**src/rtl/booth_div_seq.sv**
```systemverilog
// Sequential signed restoring divider: 2W-bit dividend / W-bit divisor -> W-bit quot/rem.
// One trial subtraction per cycle on magnitudes, with sign fix-up, saturation and flags in a final cycle.
module booth_div_seq #(
    parameter int W = 16
) (
    input  logic             clk,
    input  logic             rst_n,
    input  logic             start,
    input  logic [2*W-1:0]   dividend,
    input  logic [W-1:0]     divisor,
    output logic [W-1:0]     quot,
    output logic [W-1:0]     rem,
    output logic             busy,
    output logic             done,
    output logic             div_zero,
    output logic             ovf
);
    // state  | meaning
    // IDLE   | holding last result, waiting for start
    // ITER   | one shift/trial-subtract per cycle, W cycles
    // FIX    | apply signs, saturate, raise flags, pulse done
    typedef enum logic [1:0] {S_IDLE, S_ITER, S_FIX} state_t;

    localparam int CW = $clog2(W + 1);
    localparam logic [W-1:0] MAX_POS = {1'b0, {(W-1){1'b1}}};
    localparam logic [W-1:0] MIN_NEG = {1'b1, {(W-1){1'b0}}};

    state_t          state_q, state_d;
    logic [CW-1:0]   count_q, count_d;
    logic [W:0]      rem_acc_q, rem_acc_d;
    logic [W-1:0]    q_acc_q, q_acc_d;
    logic [W-1:0]    dsr_q, dsr_d;
    logic [W-1:0]    dvd_lo_q, dvd_lo_d;
    logic            neg_quot_q, neg_quot_d;
    logic            neg_rem_q, neg_rem_d;
    logic            dz_q, dz_d;
    logic            uovf_q, uovf_d;
    logic [W-1:0]    quot_q, quot_d;
    logic [W-1:0]    rem_q, rem_d;
    logic            done_q, done_d;
    logic            div_zero_q, div_zero_d;
    logic            ovf_q, ovf_d;

    logic [2*W-1:0]  abs_dvd;
    logic [W-1:0]    abs_dsr;
    logic [W:0]      r_sh;
    logic            ge;
    logic            ovf_fix;

    always_ff @(posedge clk or negedge rst_n) begin
        if (!rst_n) state_q <= S_IDLE;
        else        state_q <= state_d;
    end

    always_comb begin
        state_d = state_q;
        if (start) begin
            state_d = S_ITER;
        end else begin
            case (state_q)
                S_ITER:  if (count_q == CW'(W - 1)) state_d = S_FIX;
                S_FIX:   state_d = S_IDLE;
                default: state_d = S_IDLE;
            endcase
        end
    end

    always_comb begin
        abs_dvd = dividend[2*W-1] ? -dividend : dividend;
        abs_dsr = divisor[W-1] ? -divisor : divisor;
        r_sh    = {rem_acc_q[W-1:0], q_acc_q[W-1]};
        ge      = (r_sh >= {1'b0, dsr_q});
        // rem_acc_q[W] can only be set when the dividend's upper half already overflowed
        ovf_fix = uovf_q | rem_acc_q[W] |
                  (neg_quot_q ? (q_acc_q > MIN_NEG) : (q_acc_q > MAX_POS));

        count_d    = count_q;
        rem_acc_d  = rem_acc_q;
        q_acc_d    = q_acc_q;
        dsr_d      = dsr_q;
        dvd_lo_d   = dvd_lo_q;
        neg_quot_d = neg_quot_q;
        neg_rem_d  = neg_rem_q;
        dz_d       = dz_q;
        uovf_d     = uovf_q;
        quot_d     = quot_q;
        rem_d      = rem_q;
        done_d     = 1'b0;
        div_zero_d = div_zero_q;
        ovf_d      = ovf_q;

        if (start) begin
            count_d    = '0;
            rem_acc_d  = {1'b0, abs_dvd[2*W-1:W]};
            q_acc_d    = abs_dvd[W-1:0];
            dsr_d      = abs_dsr;
            dvd_lo_d   = dividend[W-1:0];
            neg_quot_d = dividend[2*W-1] ^ divisor[W-1];
            neg_rem_d  = dividend[2*W-1];
            dz_d       = (divisor == '0);
            uovf_d     = (abs_dvd[2*W-1:W] >= abs_dsr);
        end else begin
            case (state_q)
                S_ITER: begin
                    rem_acc_d = ge ? (r_sh - {1'b0, dsr_q}) : r_sh;
                    q_acc_d   = {q_acc_q[W-2:0], ge};
                    count_d   = count_q + CW'(1);
                end
                S_FIX: begin
                    done_d = 1'b1;
                    if (dz_q) begin
                        quot_d     = neg_rem_q ? MIN_NEG : MAX_POS;
                        rem_d      = dvd_lo_q;
                        div_zero_d = 1'b1;
                        ovf_d      = 1'b0;
                    end else if (ovf_fix) begin
                        quot_d     = neg_quot_q ? MIN_NEG : MAX_POS;
                        rem_d      = '0;
                        div_zero_d = 1'b0;
                        ovf_d      = 1'b1;
                    end else begin
                        quot_d     = neg_quot_q ? -q_acc_q : q_acc_q;
                        rem_d      = neg_rem_q ? -rem_acc_q[W-1:0] : rem_acc_q[W-1:0];
                        div_zero_d = 1'b0;
                        ovf_d      = 1'b0;
                    end
                end
                default: ;
            endcase
        end
    end

    always_ff @(posedge clk or negedge rst_n) begin
        if (!rst_n) begin
            count_q    <= '0;
            rem_acc_q  <= '0;
            q_acc_q    <= '0;
            dsr_q      <= '0;
            dvd_lo_q   <= '0;
            neg_quot_q <= 1'b0;
            neg_rem_q  <= 1'b0;
            dz_q       <= 1'b0;
            uovf_q     <= 1'b0;
            quot_q     <= '0;
            rem_q      <= '0;
            done_q     <= 1'b0;
            div_zero_q <= 1'b0;
            ovf_q      <= 1'b0;
        end else begin
            count_q    <= count_d;
            rem_acc_q  <= rem_acc_d;
            q_acc_q    <= q_acc_d;
            dsr_q      <= dsr_d;
            dvd_lo_q   <= dvd_lo_d;
            neg_quot_q <= neg_quot_d;
            neg_rem_q  <= neg_rem_d;
            dz_q       <= dz_d;
            uovf_q     <= uovf_d;
            quot_q     <= quot_d;
            rem_q      <= rem_d;
            done_q     <= done_d;
            div_zero_q <= div_zero_d;
            ovf_q      <= ovf_d;
        end
    end

    always_comb begin
        busy     = (state_q != S_IDLE);
        done     = done_q;
        quot     = quot_q;
        rem      = rem_q;
        div_zero = div_zero_q;
        ovf      = ovf_q;
    end

endmodule
```
**config.mk**
```make
export PLATFORM = sky130hd
export DESIGN_NAME = booth_div_seq
export DESIGN_NICKNAME = d
export VERILOG_FILES = /design/src/rtl/booth_div_seq.sv
export SDC_FILE = /design/constraint.sdc
export NUM_CORES = 1
export LEC_CHECK = 0
export CORE_MARGIN = 3
export CORE_UTILIZATION = 50
export DETAILED_ROUTE_END_ITERATION = 10
export PLACE_DENSITY = 0.74
export SETUP_SLACK_MARGIN = 0.2
export SLEW_MARGIN = 10
export SYNTH_ARGS = -nofsm -noshare
export SYNTH_HDL_FRONTEND = slang
export SYNTH_SLANG_ARGS = --single-unit
```
**constraint.sdc**
```tcl
create_clock -name clk -period 3.1 [get_ports clk]
set_input_delay 0.31 -clock clk [delete_from_list [all_inputs] [get_ports clk]]
set_output_delay 0.31 -clock clk [all_outputs]
set_load 0.005 [all_outputs]
```
Word level (Yosys, flattened, before mapping). Index checks and enable logic that the tools add are counted.

Word-level logic and storage cells: 63. Bits of input ports: 51. Register bits: 111.

Reduce and logical (&&, ||, !) cells: 4. Order comparisons: 4. Bitwise logic cells: 4. Equal/unequal tests: 4. $add $sub $neg: 6. Multiplexer cells: 26.

Operator list (count): 16-bit two-way mux (11); 17-bit two-way mux (3); 16-bit negator (3); 32-bit two-way mux (1); 32-bit negator (1); 17-bit by 16-bit >= comparator with 1-bit output (1); 17-bit by 16-bit subtractor with 17-bit output (1); 16-bit >= comparator (1); 16-bit by 15-bit greater-than comparator with 1-bit output (second input constant) (1); 16-bit greater-than comparator (second input constant) (1); 16-bit zero test (1); 5-bit two-way mux (2); 1-bit two-way mux (6); 2-bit two-way mux (3); 5-bit by 1-bit adder with 5-bit output (second input constant) (1); 5-bit by 4-bit equality test with 1-bit output (second input constant) (1); 2-bit nonzero test (2); 3-bit inequality test (second input constant) (1); 2-bit by 1-bit equality test with 1-bit output (second input constant) (1); 2-bit equality test (second input constant) (1); 1-bit OR (2); 2-bit AND reduction (1); 1-bit NOT (1); 1-bit bitwise XOR (1).

Depth between registers and ports, before layout.
Depth in word-level cells: 5. Mapped depth: 13. Mapped depth without buffers: 13.

Least setup slack after synthesis. Ideal clock, no wire load.

Path kind: in2reg. From: input port dividend[11]. To: register uovf_q. Arrival time: 3224 ps. Data required time: 2962 ps. Setup time: 138 ps. Setup slack: -262 ps. Stages: 12. Cell sequence: or4_4 > or4_4 > o31ai_2 > xor2_1 > ha_1 > nand2b_1 > a21o_1 > a21o_1 > a2111oi_0 > o21ai_0 > a221oi_1 > o21ai_0.

Cells in the longest elaborated chain, start to end: 3.

RTL lines: from (decl) (line 9) `input logic [2*W-1:0] dividend,`; 32-bit negator (line 69) `abs_dvd = dividend[2*W-1] ? -dividend : dividend;`; 32-bit two-way mux (line 69); 16-bit >= comparator (line 101) `uovf_d = (abs_dvd[2*W-1:W] >= abs_dsr);`; to (signal assigned) (line 158) `uovf_q <= uovf_d;`; to (decl) (line 37) `logic uovf_q, uovf_d;`.

No other way between the ends. A chain may end at the register's enable or synchronous reset.

Worst setup path after layout.
From: input port dividend[10]. To: register uovf_q.

Same word-level chain as after synthesis.

==> impl_metrics.ini <==
[run_status]
run_status = finished with violations
violated_checks = negative setup slack

[grt]
grt_antenna_before_repair = 0
grt-ovfl-total = 0
first_pass_grt_wire_length_microns = 35770
first_global_vias = 6849
maximum_number_of_pins_on_one_net_before_global_route_repair = 63
track_usage_pct = 27.18

[cts]
hold_buffers = 0
insertion_delay_to_the_later_sink_of_the_worst_skew_pair_ps = 360
tritoncts = done
cts.htree.levels = 3
numCtsBuffers = 9
clock_tree.buffer_depth = 2
cts_num_sinks = 111
clk_root_buffer_cell = clkbuf_16
clk_pin_slew_ps = 80

[placed_design]
global_placement_routability_congestion = 0.9277
port_buffers = 86
dp.final_hpwl_microns = 16750

[worst_setup_path]
worst_path_largest_cell_delay_ps = 530
worst_r2r_path_depth = 10
worst-endpoint-required_ps = 3330
timing.critical_path.arrival_ps = 3350
worstSetupStartpoint = dividend[10]
timing.critical_path.cells = buf_6 -> or4_4 -> or4_4 -> o31ai_4 -> xor2_1 -> ha_1 -> nand2b_4 -> a21o_1 -> a21o_1 -> a2111oi_4 -> o21ai_2 -> a221oi_2 -> o21ai_1
critPathKind = input port to flip-flop
cp.buffers_inverters = 1
critical_path.slowest_cell = or4_4
r2r_start = q_acc_q[15]
timing.rr.end = rem_acc_q[16]
cp-end-kind = flip-flop
timing.critical_path.max_delay_family = compound AO/OA/AOI/OAI gates
timing.critical_path.fanout_max = 2
worst-r2r-setup-slack_ps = 290
type_of_element_launching_the_critical_path = input port

[synthesis]
synthesis.yosys.warnings = 0
dominantRegCellSynth = dfrtp_1
synth.top_cells.by_count = dfrtp_1 (111), nand2_1 (92), nor2_1 (89)
synth.ff_latch_count = 111
post_synth_instance_area_sq_um = 7586
syn_inst = 889
synth_top_cells_by_area = dfrtp_1 (37%), ha_1 (6.3%), xnor2_1 (5.9%), nand2_1 (4.6%), nor2_1 (4.4%)
synth.most_common_cell = dfrtp_1
ys_async_sr_fraction_pct = 100.0
synth_top_cell_by_area = dfrtp_1
post-synth-top-area-fraction_pct = 36.62
synth_sequential_area_ratio_pct = 36.62
syn-num-nets = 979
average_footprint_of_a_synthesized_cell_sq_um = 8.533
synth.lib_cells_used.distinct = 61
synth-edff-count = 0

[detailed_routing]
postRouteAntennaNets = 0
post_drt_wl_per_cell_microns = 18.19
detail_route.wirelength_microns = 22630
vias = 7299
route.detailed.drc = 0
drt_iter0_drc = 758
drt-vias-per-instance = 5.867
drtPass1Iterations = 5

[power]
power_per_cell_area_nw_per_um2 = 566.2
total_leakage_power_nw = 4.433
maximum_resistive_drop_on_vdd_mv = 0.3779

[sta]
hold_slack_ps = 30.68
tightest_slew_ps = 763.2
grt_setup_unrepaired = yes
finalSetupViolCount = 1
totalNegativeSetupSlack_ps = -17.06
maxSlewViolCount = 0
final.setup_skew_ps = 6.971
layout_min_cycle_time_ps = 3117
timing.max_slew.rel_slack_pct = 49.12
layout_worst_path_cycle_share_pct = 100.6
maxClockFrequency_mhz = 320.8
number_of_hold_slack_violations_in_the_final_timing_report = 0
worst_slack_ps = -17.06

[floorplanning]
initial_utilization_pct = 51.61
die_height_microns = 129.2
core-area_sq_um = 14700
design.portCount = 87
area_of_the_die_sq_um = 16690
die_x_microns = 129.2
placement_row_count = 44

[worst_hold_path]
hold_class = input port to asynchronous set/reset pin

[final_layout]
drive_gt1_share_pct = 17.36
area_growth_pct = 29.39
nets = 1145
fillCellCount = 1203
num_antenna_cells = 0

[job]
max_cap_viol_count = 0
[cell type report]
class	count	area (sq um)	share of cell area, %
multi-input combinational	690	4589	46.76
sequential	111	2778	28.30
timing repair buffer	202	1780	18.14
clock buffer	10	239.0	2.435
tap	184	230.2	2.345
inverter	41	153.9	1.568
clock inverter	6	45.04	0.4589
[layout by cell type (no fill, tap or decap), drive strengths merged, types with 9 or more instances in the layout]
cell type      netlist  routed
buf                 11     122
xor2                26      26
clkbuf              36      10
a221oi              10      10
xnor2               51      51
mux2                18      18
ha                  38      38
inv                 41      42
mux2i               16      16
o31ai               17      17
clkdlybuf4s50        0      76
and3                12      12
nor2                89      89
o21ai               65      65
o41ai               10      10
o211ai              11      11
a21o                 9       9
nand3               42      42
a21oi               55      55
nor3                21      21
a31oi               13      13
dfrtp              111     111
nand2               92      92
nor2b               11      11
nand2b              11      11
[power breakdown]
group | leakage, nW | switching (mW) | internal (mW)
Sequential | 1.38 | 0.215 | 1.63
Combinational | 2.91 | 1.41 | 1.17
Clock | 0.136 | 0.562 | 0.573
[through the flow]
| step | worst slack [ps] | std cells | power (mW) | area (sq um) | util [%] |
|---|---|---|---|---|---|
| 4_1_cts | -91.44 | 1238 | 5.465 | 9627 | 65.49 |
| 3_5_place_dp | -839.6 | 1212 | 4.301 | 9261 | 63.01 |
| 5_1_grt | -82.20 | 1244 | 5.909 | 9816 | 66.78 |
| 6_report | -17.06 | 1244 | 5.558 | 9816 | 66.78 |
| 2_1_floorplan | -199.4 | 889 | 3.479 | 7595 | - |
| 3_3_place_gp | -883.7 | 1212 | 4.260 | 9261 | 63.01 |
[logic make-up after synthesis]
family                     count (synthesis)  synth area share [%]
adders and majority gates                 39                 6.531
DFF                                      111                 36.62
and+or+nand+nor                          309                 19.00
muxes                                     34                 4.783
buffers and inverters                     88                 4.437
AOI/OAI and AO/OA                        231                 19.74
xor gates and xnor gates                  77                 8.890
[worst reg2reg max path, cell delays in order (launching register included)]
cell	delay, ps
dfrtp_1	450
inv_1	140
ha_1	250
fa_1	400
nor2b_1	220
o2111ai_1	210
a21oi_2	280
o2111ai_1	220
a21o_1	230
a41oi_1	210
o211ai_1	100
[worst max-delay path by stage]
stage,slack [ps],cells past startpoint,end
finish,-20,13,uovf_q
global route,-80,13,uovf_q
CTS,-90,13,uovf_q
detailed placement,-840,13,uovf_q
global placement,-880,13,uovf_q
floorplan,-200,12,uovf_q
[flip-flops by register name (all words and copies together) (netlist names)]
register,count
q_acc_q,16
div_zero,1
neg_rem_q,1
dz_q,1
dsr_q,16
dvd_lo_q,16
rem_acc_q,17
quot,16
ovf,1
done,1
neg_quot_q,1
uovf_q,1
count_q,5
state_q,2
rem,16
[per-layer routing]
layer	up-vias	wire length [microns]	GRT usage [%]
li1	3497	-	-
met3	56	1250	3.256
met5	-	0	0
met2	292	10250	42.16
met1	3454	9970	37.06
met4	0	1158	15.07
[timing repair]
action,in CTS,in global routing
setup endpoints to repair,1,13
resized for setup,22,31
setup buffers,10,6
pin swaps,11,19
Note: power is estimated with default switching activity, not from simulation.
